==> config.mk <==
export PLATFORM = sky130hd
export DESIGN_NAME = ntt_bank_loader_flat
export DESIGN_NICKNAME = d
export VERILOG_FILES = /design/src/rtl/ntt_pkg.sv /design/src/rtl/ntt_bank_loader_if.sv /design/src/rtl/skid_fifo2.sv /design/src/rtl/ntt_bank_loader.sv /design/src/flat_wrapper.sv
export SDC_FILE = /design/constraint.sdc
export NUM_CORES = 1
export LEC_CHECK = 0
export BUFFER_PORTS_ARGS = -buffer_cell sky130_fd_sc_hd__buf_2
export CAP_MARGIN = 40
export CELL_PAD_IN_SITES_DETAIL_PLACEMENT = 1
export CELL_PAD_IN_SITES_GLOBAL_PLACEMENT = 1
export CORE_ASPECT_RATIO = 1.4
export CORE_MARGIN = 5
export CORE_UTILIZATION = 35
export DETAILED_ROUTE_END_ITERATION = 8
export GPL_TIMING_DRIVEN = 0
export PLACE_DENSITY_LB_ADDON = 0.3
export SLEW_MARGIN = 20
export SYNTH_ARGS = -nofsm -noshare
export SYNTH_HDL_FRONTEND = slang
export SYNTH_SLANG_ARGS = --single-unit
==> constraint.sdc <==
create_clock -name clk -period 4.5 [get_ports clk]
set_input_delay 0.9 -clock clk [delete_from_list [all_inputs] [get_ports clk]]
set_output_delay 0.9 -clock clk [all_outputs]
set_load 0.03 [all_outputs]
==> src/rtl/ntt_pkg.sv <==
// ntt_pkg: shared constants, FSM state encoding and the coefficient-to-bank
// mapping for the NTT bank loader.
//   N      : transform length (512)
//   NBANK  : number of coefficient banks (4)
//   AW     : bank address width (N/4 words per bank)
//   DATA_W : coefficient width
//   IDX_W  : index counter width; one bit wider than log2(N) so the terminal
//            count N itself can be represented and detected.
package ntt_pkg;

  localparam int N      = 512;
  localparam int NBANK  = 4;
  localparam int AW     = 7;
  localparam int DATA_W = 14;
  localparam int IDX_W  = 10;

  typedef enum logic [1:0] {
    IDLE,
    LOAD,
    UNLOAD,
    FLUSH
  } state_t;

  // Conflict-free bank rotation: sum of the 2-bit digits of the index (plus
  // the top bit) modulo 4. The 2-bit return width performs the modulo.
  function automatic logic [1:0] bank_of(input logic [8:0] i);
    return i[1:0] + i[3:2] + i[5:4] + i[7:6] + {1'b0, i[8]};
  endfunction

  // Word address inside the selected bank.
  function automatic logic [AW-1:0] addr_of(input logic [8:0] i);
    return i[8:2];
  endfunction

endpackage

==> src/rtl/ntt_bank_loader_if.sv <==
// ntt_bank_loader_if: input stream, output stream and the four-bank
// coefficient memory port of the loader.
//   in_data/in_valid/in_ready    : coefficient input stream (LOAD)
//   out_data/out_valid/out_ready : coefficient output stream (UNLOAD)
//   bank_we/addr/wdata/rdata     : per-bank memory port; bank b uses slice
//                                  [b*AW +: AW] / [b*DATA_W +: DATA_W];
//                                  bank_rdata is valid one cycle after addr.
// master = the loader, slave = the surrounding system (streams + banks).
interface ntt_bank_loader_if;
  import ntt_pkg::*;

  logic [DATA_W-1:0]       in_data;
  logic                    in_valid;
  logic                    in_ready;
  logic [DATA_W-1:0]       out_data;
  logic                    out_valid;
  logic                    out_ready;
  logic [NBANK-1:0]        bank_we;
  logic [NBANK*AW-1:0]     bank_addr;
  logic [NBANK*DATA_W-1:0] bank_wdata;
  logic [NBANK*DATA_W-1:0] bank_rdata;

  modport master (
    input  in_data, in_valid, out_ready, bank_rdata,
    output in_ready, out_data, out_valid, bank_we, bank_addr, bank_wdata
  );

  modport slave (
    output in_data, in_valid, out_ready, bank_rdata,
    input  in_ready, out_data, out_valid, bank_we, bank_addr, bank_wdata
  );

endinterface

==> src/rtl/skid_fifo2.sv <==
// skid_fifo2: 2-entry FIFO absorbing the one-cycle bank read latency so the
// output stream can stall without losing returning read data.
//   clk, rst : clock, synchronous active-high reset
//   push/din : write din at the tail (caller never pushes when full unless
//              popping in the same cycle)
//   pop      : drop the head (caller only pops when count != 0)
//   count    : number of stored words (0..2)
//   head     : oldest stored word
module skid_fifo2 #(
  parameter int W = 14
) (
  input  logic         clk,
  input  logic         rst,
  input  logic         push,
  input  logic         pop,
  input  logic [W-1:0] din,
  output logic [1:0]   count,
  output logic [W-1:0] head
);

  logic [W-1:0] mem [2];
  logic         wr_ptr;
  logic         rd_ptr;

  // NOTE: sequential state uses non-blocking (<=) assignments so every
  // register samples the pre-edge value of its inputs, independent of
  // statement order.
  always_ff @(posedge clk) begin
    if (rst) begin
      // NOTE: the two storage words are reset as well, because head drives
      // out_data directly and must read 0 after reset; a deep RAM would not
      // be reset this way.
      mem[0] <= '0;
      mem[1] <= '0;
      wr_ptr <= 1'b0;
      rd_ptr <= 1'b0;
      count  <= 2'd0;
    end else begin
      if (push) begin
        mem[wr_ptr] <= din;
        wr_ptr      <= ~wr_ptr;
      end
      if (pop) begin
        rd_ptr <= ~rd_ptr;
      end
      // Simultaneous push and pop leave the count unchanged.
      case ({push, pop})
        2'b10:   count <= count + 2'd1;
        2'b01:   count <= count - 2'd1;
        default: count <= count;
      endcase
    end
  end

  assign head = mem[rd_ptr];

endmodule

==> src/rtl/ntt_bank_loader.sv <==
// ntt_bank_loader: streams 512 natural-order coefficients into the four NTT
// coefficient banks (LOAD) and streams them back out in natural order with
// backpressure (UNLOAD).
//   clk, rst : clock, synchronous active-high reset
//   start    : one-cycle request, sampled only in IDLE
//   mode     : sampled with start; 0 = LOAD, 1 = UNLOAD
//   busy     : high in every state except IDLE
//   done     : one-cycle pulse after a load or unload completes
//   bus      : streams and bank port (see ntt_bank_loader_if)
module ntt_bank_loader
  import ntt_pkg::*;
(
  input  logic              clk,
  input  logic              rst,
  input  logic              start,
  input  logic              mode,
  output logic              busy,
  output logic              done,
  ntt_bank_loader_if.master bus
);

  localparam logic [IDX_W-1:0] LAST_IDX = IDX_W'(N - 1);
  localparam logic [IDX_W-1:0] END_IDX  = IDX_W'(N);

  state_t                  state;
  state_t                  state_nxt;
  logic                    done_nxt;
  logic [IDX_W-1:0]        idx;
  logic [1:0]              cur_bank;
  logic [AW-1:0]           cur_addr;
  logic                    in_hs;
  logic                    pop;
  logic                    rd_issue;
  logic [2:0]              occupancy;
  logic                    in_flight;
  logic [1:0]              rd_bank_q;
  logic [1:0]              fifo_count;
  logic [DATA_W-1:0]       fifo_head;
  logic [DATA_W-1:0]       rd_word;
  logic [NBANK-1:0]        we_q;
  logic [NBANK*AW-1:0]     waddr_q;
  logic [NBANK*AW-1:0]     raddr;
  logic [NBANK*DATA_W-1:0] wdata_q;

  assign cur_bank = bank_of(idx[IDX_W-2:0]);
  assign cur_addr = addr_of(idx[IDX_W-2:0]);

  // Input is accepted only while LOAD still has indices left; once idx hits
  // N the final write is draining and in_ready must already be low.
  assign bus.in_ready = (state == LOAD) && !idx[IDX_W-1];
  assign in_hs        = bus.in_ready && bus.in_valid;

  assign bus.out_valid = (fifo_count != 2'd0);
  assign bus.out_data  = fifo_head;
  assign pop           = bus.out_valid && bus.out_ready;

  // A read may issue when the words already owed to the FIFO (queued plus
  // in flight), net of this cycle's pop, leave room for one more. Counting
  // the pop keeps throughput at one word per cycle with out_ready high; the
  // price is a combinational path from out_ready to bank_addr.
  assign occupancy = {1'b0, fifo_count} + {2'b00, in_flight} - {2'b00, pop};
  assign rd_issue  = (state == UNLOAD) && (occupancy < 3'd2);

  // FSM next state.
  always_comb begin
    // NOTE: every signal written here gets a default first, so no path
    // through the case can leave it unassigned and infer a latch.
    state_nxt = state;
    done_nxt  = 1'b0;
    case (state)
      IDLE: begin
        if (start) begin
          state_nxt = mode ? UNLOAD : LOAD;
        end
      end
      LOAD: begin
        // idx reaches N in the cycle the write of index N-1 is on the banks.
        if (idx == END_IDX) begin
          state_nxt = IDLE;
          done_nxt  = 1'b1;
        end
      end
      UNLOAD: begin
        if (rd_issue && (idx == LAST_IDX)) begin
          state_nxt = FLUSH;
        end
      end
      FLUSH: begin
        // Last word: nothing in flight, one word left, and it leaves now.
        if (!in_flight && (fifo_count == 2'd1) && pop) begin
          state_nxt = IDLE;
          done_nxt  = 1'b1;
        end
      end
      default: state_nxt = IDLE;
    endcase
  end

  // FSM state, index counter and read-tracking registers.
  always_ff @(posedge clk) begin
    if (rst) begin
      state     <= IDLE;
      done      <= 1'b0;
      idx       <= '0;
      in_flight <= 1'b0;
      rd_bank_q <= 2'd0;
    end else begin
      state     <= state_nxt;
      done      <= done_nxt;
      in_flight <= rd_issue;
      rd_bank_q <= cur_bank;
      if (state == IDLE) begin
        idx <= '0;
      end else if (in_hs || rd_issue) begin
        idx <= idx + IDX_W'(1);
      end
    end
  end

  // Write port: registered one cycle after the input handshake, and
  // all-zero in every other cycle.
  always_ff @(posedge clk) begin
    if (rst) begin
      we_q    <= '0;
      waddr_q <= '0;
      wdata_q <= '0;
    end else begin
      we_q    <= '0;
      waddr_q <= '0;
      wdata_q <= '0;
      if (in_hs) begin
        we_q[cur_bank]                     <= 1'b1;
        waddr_q[cur_bank*AW +: AW]         <= cur_addr;
        wdata_q[cur_bank*DATA_W +: DATA_W] <= bus.in_data;
      end
    end
  end

  // Read address is presented combinationally on the selected bank only.
  always_comb begin
    raddr = '0;
    if (rd_issue) begin
      raddr[cur_bank*AW +: AW] = cur_addr;
    end
  end

  // Reads and writes never overlap (UNLOAD vs LOAD), so OR-ing is a mux.
  assign bus.bank_we    = we_q;
  assign bus.bank_addr  = waddr_q | raddr;
  assign bus.bank_wdata = wdata_q;

  assign rd_word = bus.bank_rdata[rd_bank_q*DATA_W +: DATA_W];

  skid_fifo2 #(
    .W (DATA_W)
  ) u_fifo (
    .clk   (clk),
    .rst   (rst),
    .push  (in_flight),
    .pop   (pop),
    .din   (rd_word),
    .count (fifo_count),
    .head  (fifo_head)
  );

  assign busy = (state != IDLE);

endmodule

==> src/flat_wrapper.sv <==
// flat-port wrapper written by rule: the top's interface ports become plain ports
module ntt_bank_loader_flat import ntt_pkg::*;
  (clk, rst, start, mode, busy, done, bus_in_data, bus_in_valid, bus_out_ready, bus_bank_rdata, bus_in_ready, bus_out_data, bus_out_valid, bus_bank_we, bus_bank_addr, bus_bank_wdata);
  ntt_bank_loader_if bus_i ();
  input  logic clk;
  input  logic rst;
  input  logic start;
  input  logic mode;
  output logic busy;
  output logic done;
  input wire logic [$bits(bus_i.in_data)-1:0] bus_in_data;
  input wire logic [$bits(bus_i.in_valid)-1:0] bus_in_valid;
  input wire logic [$bits(bus_i.out_ready)-1:0] bus_out_ready;
  input wire logic [$bits(bus_i.bank_rdata)-1:0] bus_bank_rdata;
  output wire logic [$bits(bus_i.in_ready)-1:0] bus_in_ready;
  output wire logic [$bits(bus_i.out_data)-1:0] bus_out_data;
  output wire logic [$bits(bus_i.out_valid)-1:0] bus_out_valid;
  output wire logic [$bits(bus_i.bank_we)-1:0] bus_bank_we;
  output wire logic [$bits(bus_i.bank_addr)-1:0] bus_bank_addr;
  output wire logic [$bits(bus_i.bank_wdata)-1:0] bus_bank_wdata;
  assign bus_i.in_data = bus_in_data;
  assign bus_i.in_valid = bus_in_valid;
  assign bus_i.out_ready = bus_out_ready;
  assign bus_i.bank_rdata = bus_bank_rdata;
  assign bus_in_ready = bus_i.in_ready;
  assign bus_out_data = bus_i.out_data;
  assign bus_out_valid = bus_i.out_valid;
  assign bus_bank_we = bus_i.bank_we;
  assign bus_bank_addr = bus_i.bank_addr;
  assign bus_bank_wdata = bus_i.bank_wdata;
  ntt_bank_loader u_core (.clk(clk), .rst(rst), .start(start), .mode(mode), .busy(busy), .done(done), .bus(bus_i));
endmodule
Word-level counts from Yosys, hierarchy flattened. Memories as Yosys holds them, arrays and structs flattened. A register that Yosys moved wholly into a read port is not among the register bits. Cells that the tools add are included.

Shift operators: 5. Multiply operators: 3. Reduce and logical (&&, ||, !) cells: 19. Bitwise gates (word level): 6. Magnitude comparators: 3. Equal/unequal tests: 12. Add/subtract/negate cells: 11. Muxes and demuxes: 23.

Operator list (number): 56-bit bitwise AND (1); 14-bit by 34-bit variable shift with 56-bit output, first input constant (1); 14-bit by 34-bit indexed part select with 56-bit output (1); 56-bit by 7-bit indexed part select with 14-bit output (1); 5-bit negator with 34-bit output (1); 6-bit negator with 34-bit output (1); 7-bit by 34-bit variable shift with 28-bit output, first input constant (1); 7-bit by 34-bit indexed part select with 28-bit output (1); 28-bit bitwise AND (1); 28-bit two-way mux (1); 28-bit bitwise OR (1); 2-bit by 3-bit multiplier with 5-bit output, second input constant (3); 14-bit two-way mux (1); 14-bit OR reduction (1); 1-bit two-way mux (12); 10-bit by 1-bit adder with 10-bit output, second input constant (1); 10-bit equality test, second input constant (1); 10-bit by 9-bit equality test with 1-bit output, second input constant (1); 2-bit two-way mux (5); 1-bit logical AND (8); 2-bit case mux with 4 select lines (1); 2-bit adder (3); 2-bit by 1-bit equality test with 1-bit output, second input constant (3); 2-bit equality test, second input constant (3); 20 further kinds (28).

Bits of input ports: 76. Logic and storage cells: 94. Output and inout bits: 106. Memories kept: 1. RAM bits: 28. Register bits after elaboration: 108.

Memory list: u_core.u_fifo.mem (depth 2, bits a word 14, read ports 1, clocked after Yosys merged registers in 1, write ports 2, RTL line skid_fifo2.sv:21) `logic [W-1:0] mem [2];`.

Longest topological paths before layout. Gate-level depths: netlist of run 1.

Word-level depth: 10. Gate-level depth with buffers: 16. Gate-level depth less buffers: 11.

By module. From an unflattened synthesis of run 1, not the netlist that was laid out.

Cell total of the unflattened synthesis: 589. Area total of the unflattened synthesis: 6004.5 sq um.

Modules (own cells, without submodules): ntt_bank_loader (area an instance 4584.4 sq um, instances 1, seq. area each 2082.0 sq um, cells each 477); skid_fifo2 (area an instance 1420.1 sq um, instances 1, seq. area each 940.9 sq um, cells each 112).

Worst setup path before layout of run 1. No wires, ideal clock.

Path kind: register to output. Start: register u_core.idx[0]. End: output bus_bank_addr[14]. Stages on the path, launching flop included: 13. Path slack: -0.066 ns. Arrival: 3.666 ns. Data required time: 3.600 ns. Path buffers: 4. Cell sequence: dfxtp_1 fa_1 inv_1 fa_1 clkbuf_1 buf_2 clkbuf_1 inv_1 ha_1 clkbuf_1 nand4b_1 nor2_1 a21o_1.

Longest elaborated chain between the ends: 10.

Ends and longest elaborated chain: from (decl) (RTL line ntt_bank_loader.sv:28) `logic [IDX_W-1:0] idx;`; from (signal assigned) (RTL line ntt_bank_loader.sv:115) `idx <= idx + IDX_W'(1);`; 2-bit adder * (3 in series) (RTL line ntt_pkg.sv:27) `return i[1:0] + i[3:2] + i[5:4] + i[7:6] + {1'b0, i[8]};`; 2-bit by 1-bit adder with 2-bit output * (RTL line ntt_pkg.sv:27); named net u_core.cur_bank[0] (RTL line ntt_bank_loader.sv:29) `logic [1:0] cur_bank;`; 2-bit by 3-bit multiplier with 5-bit output * (RTL line ntt_bank_loader.sv:143) `raddr[cur_bank*AW +: AW] = cur_addr;`; 5-bit negator with 34-bit output * (RTL line ntt_bank_loader.sv:143); 7-bit by 34-bit indexed part select with 28-bit output or 7-bit by 34-bit variable shift with 28-bit output (tied branches) (RTL line ntt_bank_loader.sv:143); 28-bit bitwise AND (no source line) *; 28-bit two-way mux * (RTL line ntt_bank_loader.sv:142) `if (rd_issue) begin`; 28-bit bitwise OR * (RTL line ntt_bank_loader.sv:149) `assign bus.bank_addr = waddr_q | raddr;`; to (decl) (RTL line flat_wrapper.sv:19) `output wire logic [$bits(bus_i.bank_addr)-1:0] bus_bank_addr;`.

Mark *: on every way through the listed nets, which the timed path passes. The rest lies on a longest branch.

Final worst setup path of run 1.
Start: register u_core.idx[2]. End: output bus_bank_addr[4].

Same word-level chain as after synthesis.

==> metrics.md, run 1 <==
| Metric | Value |
|---|---|
| LEAKAGE | `0.00378 uW` |
| Hpwl dp | `15200 um` |
| Ys flop type | `dfxtp_1` |
| Vias per cell | `5.08` |
| CTS tree | `done` |
| Register area share after synthesis | `49.4%` |
| First-pass iteration count of the detailed router | `5` |
| Die Span X | `122 um` |
| Vias | `5385` |
| Synth warn | `0` |
| CTS root buf | `clkbuf_16` |
| Worst EP arrival | `3540 ps` |
| GRT Util Overall | `20.4%` |
| Detail Route Antenna Nets | `0` |
| Max Clk Rate | `0.225 GHz` |
| Setup violators final | `0` |
| Post-synth ARST share | `0%` |
| Initial Util | `35.5%` |
| Site row count | `57` |
| Post-DP Area | `0.00734 mm^2` |
| CTS H-Tree Depth | `4` |
| Share of cells above drive strength 1 | `40.0%` |
| CTS Buf Count | `17` |
| Dominant cell type by area after synthesis | `dfxtp_1` |
| Hold_ws | `549 ps` |
| Syn avg cell area | `10.4 um^2` |
| Core area | `0.0173 mm^2` |
| Worst-Skew Late Latency | `410 ps` |
| Multiplexer share of the synthesized area | `12.8%` |
| Worst slew pin tran | `779 ps` |
| Critical Path End Type | `output pin` |
| I/O Pins | `182` |
| Syn Nets | `679` |
| Final hold violations | `0` |
| DRT Wirelength | `20600 um` |
| Area grow syn2layout | `38.6%` |
| Most common library cells after synthesis | `109 x dfxtp_1, 55 x nor2_1, 40 x nand2_1, 29 x and2_1, 29 x clkbuf_1` |
| Minimum clock period | `4440 ps` |
| Max VDD drop | `0.297 mV` |
| Vias in the first global route | `5991` |
| Element type at the critical path start | `flip-flop` |
| Avg WL per Cell | `19.4 um` |
| Synth Area in Compound Gates | `9.32%` |
| Nets | `902` |
| Crit Path Max Fanout | `11` |
| Hold crit path type | `flip-flop to flip-flop` |
| CTS sink cnt | `137` |
| Largest family of logic cells by synthesized area | `simple AND/OR/NAND/NOR gates` |
| Multi-input combinational cell area | `0.00298 mm^2` |
| Initial antenna violation count | `0` |
| Final worst path period share | `98.7%` |
| Unrepaired setup endpoints after global routing | `true` |
| Unique masters post-synth | `52` |
| Simple-gate share of the synthesized area | `19.4%` |
| Gp weighted congestion | `0.872` |
| Adder-cell share of the synthesized area | `3.43%` |
| Mapped Area | `0.00612 mm^2` |
| Synth top area cells | `dfxtp_1 36%, edfxtp_1 14%, mux4_2 5.2%, mux2i_1 3.9%, mux2_2 3.7%` |
| Placed cells | `1005` |
| P per Cell Area | `411 mW/mm^2` |
| Die ar. | `0.0203 mm^2` |
| Port buffer count | `181` |
| CTS Buffer Depth | `2` |
| First-pass GRT wire length | `32200 um` |
| Final Instance Count excl. Fillers | `1060` |
| Pwr Total | `3490 uW` |
| DRC | `0` |
| Largest net degree at the start of global routing | `20` |
| Crit path kind | `flip-flop to output pin` |
| Fill count | `1982` |
| Post-synth EDFFs | `28` |
| Floorplan die height | `166 um` |
| Clock-pin slew on the worst setup and hold paths | `60 ps` |
| XOR/XNOR share of the synthesized area | `1.82%` |
| Slew Limit Fails | `0` |
| Grt ovf | `0` |
| Post-Layout Inst Area | `0.00848 mm^2` |
| Max-slew headroom | `48.1%` |
| Yosys top cell area share | `35.7%` |
| Count leader, synth | `dfxtp_1` |
| Register area | `0.00303 mm^2` |
| Final Skew | `14.8 ps` |
| DRT iter0 DRCs | `238` |
| Register bit count reported by yosys | `137` |
| Req. time, crit path | `3600 ps` |
| Number of max-cap violations | `0` |
| Mapped Cells | `588` |
| Status | `finished, final reports clean` |
| # diodes | `0` |
[path summary, 6_finish.rpt]
check,start,to,slack [ps],cells after the start
worst max-delay path,u_core.idx[2],bus_bank_addr[4],60,11
worst min register to register,u_core.idx[9],u_core.idx[9],550,2
worst min-delay path,u_core.idx[9],u_core.idx[9],550,2
worst max register to register,u_core.idx[2],u_core.bus.bank_wdata[53],250,16
[cell type report]
cell class,count,share of cell area (%)
timing repair buffer,209,14.4
clock inverter,13,2.51
tap,236,3.48
clock buffer,19,5.35
sequential,137,35.7
multi-input combinational,396,35.1
buffer,34,2.58
inverter,16,0.841
[metal layers]
metal | vias to the layer above | wire [um] | GRT usage [%]
met1 | 2671 | 7830 | 22.3
met3 | 30 | 916 | 4.21
li1 | 2527 | - | -
met5 | - | 0 | 0
met4 | 0 | 565 | 7.95
met2 | 157 | 11300 | 37.9
[sequential cells by signal (all words and copies together), names as in the netlist, named ones only]
name	cells
u_core.bus.bank_wdata	56
u_core.u_fifo.mem	28
u_core.waddr_q	28
u_core.idx	10
u_core.bus.bank_we	4
u_core.rd_bank_q	2
u_core.state	2
u_core.u_fifo.count	2
u_core.done	1
u_core.in_flight	1
u_core.u_fifo.rd_ptr	1
u_core.u_fifo.wr_ptr	1
[power breakdown]
group / switching [uW] / internal, uW / leakage [uW]
combinational: 350 / 222 / 0.00228
sequential: 29.1 / 1290 / 0.00117
clock: 565 / 1030 / 0.000328
[cells in the final DEF, fill, tap and decap left out, types with 6 or more instances in the layout]
cell,Yosys,layout
buf_4,1,36
clkbuf_16,0,19
o21ai_0,9,8
nor3_1,27,25
and2_1,29,29
inv_1,15,13
a21oi_1,23,23
a21o_1,16,9
buf_6,3,16
a21o_2,0,6
mux4_2,14,14
ha_1,12,9
nor4_1,6,6
nand3_1,14,14
clkbuf_1,29,22
mux2i_1,24,24
mux2_2,20,20
xnor2_1,7,6
nand3b_1,7,7
edfxtp_1,28,28
nand2_1,40,40
nor2b_1,17,16
nand2b_1,6,6
dfxtp_1,109,106
buf_2,5,162
nor2_1,55,50
a31o_2,12,12
[stage by stage]
stage,TNS [ps],utilization (%),setup slack (ps)
CTS,0,48.4,0.0522
global route,-326,49.2,-44.9
detailed placement,-57880,42.5,-1110
floorplan,0,-,7.91
finish,0,49.2,57.2
global placement,-50600,42.5,-1030
[critical path, stage by stage (launching register included)]
cell and delay, ps:
dfxtp_4 360, fa_1 590, inv_2 50, fa_2 560, clkbuf_8 170, buf_12 140, clkinvlp_4 140, ha_4 290
nand3b_1 230, nor2_4 260, a21o_2 190, buf_6 130
[kinds of logic after synthesis]
logic type | Yosys count
fa+ha+maj | 15
mux | 58
buf+inv | 55
compound gates | 83
simple gates | 229
flops | 137
xor+xnor | 11
[repair_timing]
action	in CTS	in global routing
buffers inserted	18	10
pin swaps	13	10
setup endpoints to repair	84	53
resized for setup	69	21
hold buffers	0	0
(Power assumes the default switching activity.)
==> run 2: changes to the inputs <==
RECOVER_POWER = 25   (was unset)
SKIP_CTS_REPAIR_TIMING = 1   (was unset)
==> metrics.md, run 2 (same netlist as run 1, synthesis figures left out) <==
| Metric | Value |
|---|---|
| Status | `complete, but fails checks` |
| Failing checks | `max-capacitance violations, max-slew violations, negative setup slack` |
| First-pass iteration count of the detailed router | `4` |
| Vias per cell | `5.07` |
| Reg2Reg Setup Slack | `120 ps` |
| P per Cell Area | `401 mW/mm^2` |
| Initial antenna violation count | `0` |
| Most frequent cells in the layout | `122 x buf_2, 107 x dfxtp_1, 56 x clkbuf_1, 50 x nor2_1, 39 x nand2_1` |
| Max VDD drop | `0.320 mV` |
| Critical-path cell list | `fa_1 -> inv_2 -> fa_2 -> xnor2_2 -> xor3_1 -> buf_6 -> inv_6 -> buf_8 -> buf_12 -> ha_4 -> buf_6 -> nand4b_1 -> nor2_4 -> a21o_1 -> buf_6` |
| Floorplan die height | `166 um` |
| Worst slew pin tran | `2160 ps` |
| Slowest-stage cell, CP | `fa_1` |
| Clock group share of total power | `45.8%` |
| Max FFs per register | `56` |
| CTS tree | `done` |
| Final hold violations | `0` |
| Final Skew | `16.6 ps` |
| Core area | `0.0173 mm^2` |
| CTS sink cnt | `137` |
| Avg WL per Cell | `19.6 um` |
| Core Util, Final | `50.3%` |
| Final worst path period share | `104%` |
| Hold Path Depth | `2` |
| CTS Buffer Depth | `2` |
| Site row count | `57` |
| Hold endpoint | `u_core.idx[9]` |
| Number of max-cap violations | `1` |
| CTS Buf Count | `17` |
| Minimum clock period | `4680 ps` |
| Port buffer count | `181` |
| Worst-Skew Late Latency | `420 ps` |
| Req. time, crit path | `3600 ps` |
| Hpwl dp | `15200 um` |
| DRT Wirelength | `21000 um` |
| Vias | `5425` |
| Switch share | `27.1%` |
| Nets | `912` |
| CTS root buf | `clkbuf_16` |
| Most common cell after layout, fill and taps aside | `buf_2` |
| Crit path kind | `flip-flop to output pin` |
| Vias in the first global route | `5880` |
| Crit Path Max Fanout | `7` |
| Max Clk Rate | `0.213 GHz` |
| Critical Path End Type | `output pin` |
| Unrepaired setup endpoints after global routing | `true` |
| Worst EP arrival | `3780 ps` |
| Flop pwr share | `38.0%` |
| Setup violators final | `28` |
| Element type at the critical path start | `flip-flop` |
| Psw | `945 uW` |
| Initial Util | `35.5%` |
| Comb pwr share | `16.2%` |
| R2R depth | `14` |
| Die ar. | `0.0203 mm^2` |
| Largest net degree at the start of global routing | `17` |
| Area grow syn2layout | `41.8%` |
| DRC | `0` |
| I/O Pins | `182` |
| # diodes | `0` |
| Place WS | `-1110 ps` |
| Crit path launch | `u_core.idx[6]` |
| Cell mode on critical path | `buf_6` |
| Worst R2R Start | `u_core.idx[6]` |
| Worst r2r dst | `u_core.bus.bank_wdata[6]` |
| Pint | `2540 uW` |
| Gp weighted congestion | `0.872` |
| Hold crit path type | `flip-flop to flip-flop` |
| LEAKAGE | `0.00373 uW` |
| Die Span X | `122 um` |
| GRT Util Overall | `20.0%` |
| Slowest stage delay, CP | `590 ps` |
| Final WS setup | `-185 ps` |
| Fill count | `1994` |
| Max-slew headroom | `-45.6%` |
| CTS H-Tree Depth | `4` |
| Share of cells above drive strength 1 | `36.6%` |
| Slew Limit Fails | `15` |
| Setup TNS | `-3370 ps` |
| Worst Hold Launch | `u_core.idx[9]` |
| Grt ovf | `0` |
| First-pass GRT wire length | `31600 um` |
| Detail Route Antenna Nets | `0` |
| Clock-pin slew on the worst setup and hold paths | `60 ps` |
| DRT iter0 DRCs | `238` |
[run 2: changes by cell type in the layout (fill, tap and decap cells not counted), sizes merged]
cell	delta
clkbuf	+33
buf	-23
[run 2: critical path: cells and delay by family, from the launching register on]
family | cells | cell delay [ps]
adders and majority gates | 3 | 1150
buffers and inverters | 7 | 780
and+or+nand+nor | 2 | 510
xor gates and xnor gates | 2 | 380
DFF | 1 | 360
AOI/OAI and AO/OA | 1 | 200
[run 2: per-stage QoR]
stage / cell area (um^2) / hold slack [ps] / total power (uW) / cells
global route: 8680 / 585 / 3610 / 1070
CTS: 8000 / 552 / 3480 / 1037
detailed placement: 7340 / 517 / 1880 / 1005
global placement: 7330 / 500 / 1870 / 1005
finish: 8680 / 553 / 3480 / 1070
floorplan: 6130 / 481 / 1710 / 588
[run 2: final cells by class]
class	instances	area [um^2]	share of cell area (%)
multi-input cells	396	3030	34.9
clock buffers	19	454	5.23
well taps	236	295	3.40
repair buffers	217	1360	15.6
clock inverters	13	213	2.45
inverters	16	68.8	0.793
flip-flops and latches	137	3030	34.9
plain buffers	36	239	2.75
[run 2: how the worst max path moves through the flow]
stage,endpoint,slack (ps),cells after the start
final,bus_bank_addr[20],-180,15
after global routing,bus_bank_addr[20],-330,15
after CTS,bus_bank_addr[6],-1590,13
after detailed placement,bus_bank_addr[6],-1110,13
after global placement,bus_bank_addr[6],-1030,13
after floorplan,bus_bank_addr[14],8,12
[run 2: layer usage]
layer / vias to the layer above / share of wire [%] / GRT usage (%)
met5: - / 0 / 0
met1: 2705 / 38 / 22.1
met4: 0 / 2.4 / 6.39
met3: 31 / 4.0 / 4.14
met2: 146 / 55 / 37.4
li1: 2543 / - / -
[run 2: power by group through the flow]
stage                     logic, uW  clock network (uW)  registers (uW)
final                           565                1600            1320
after global routing            616                1670            1330
after CTS                       540                1620            1320
after detailed placement        534                   0            1350
after global placement          520                   0            1350
after floorplan                 359                   0            1350
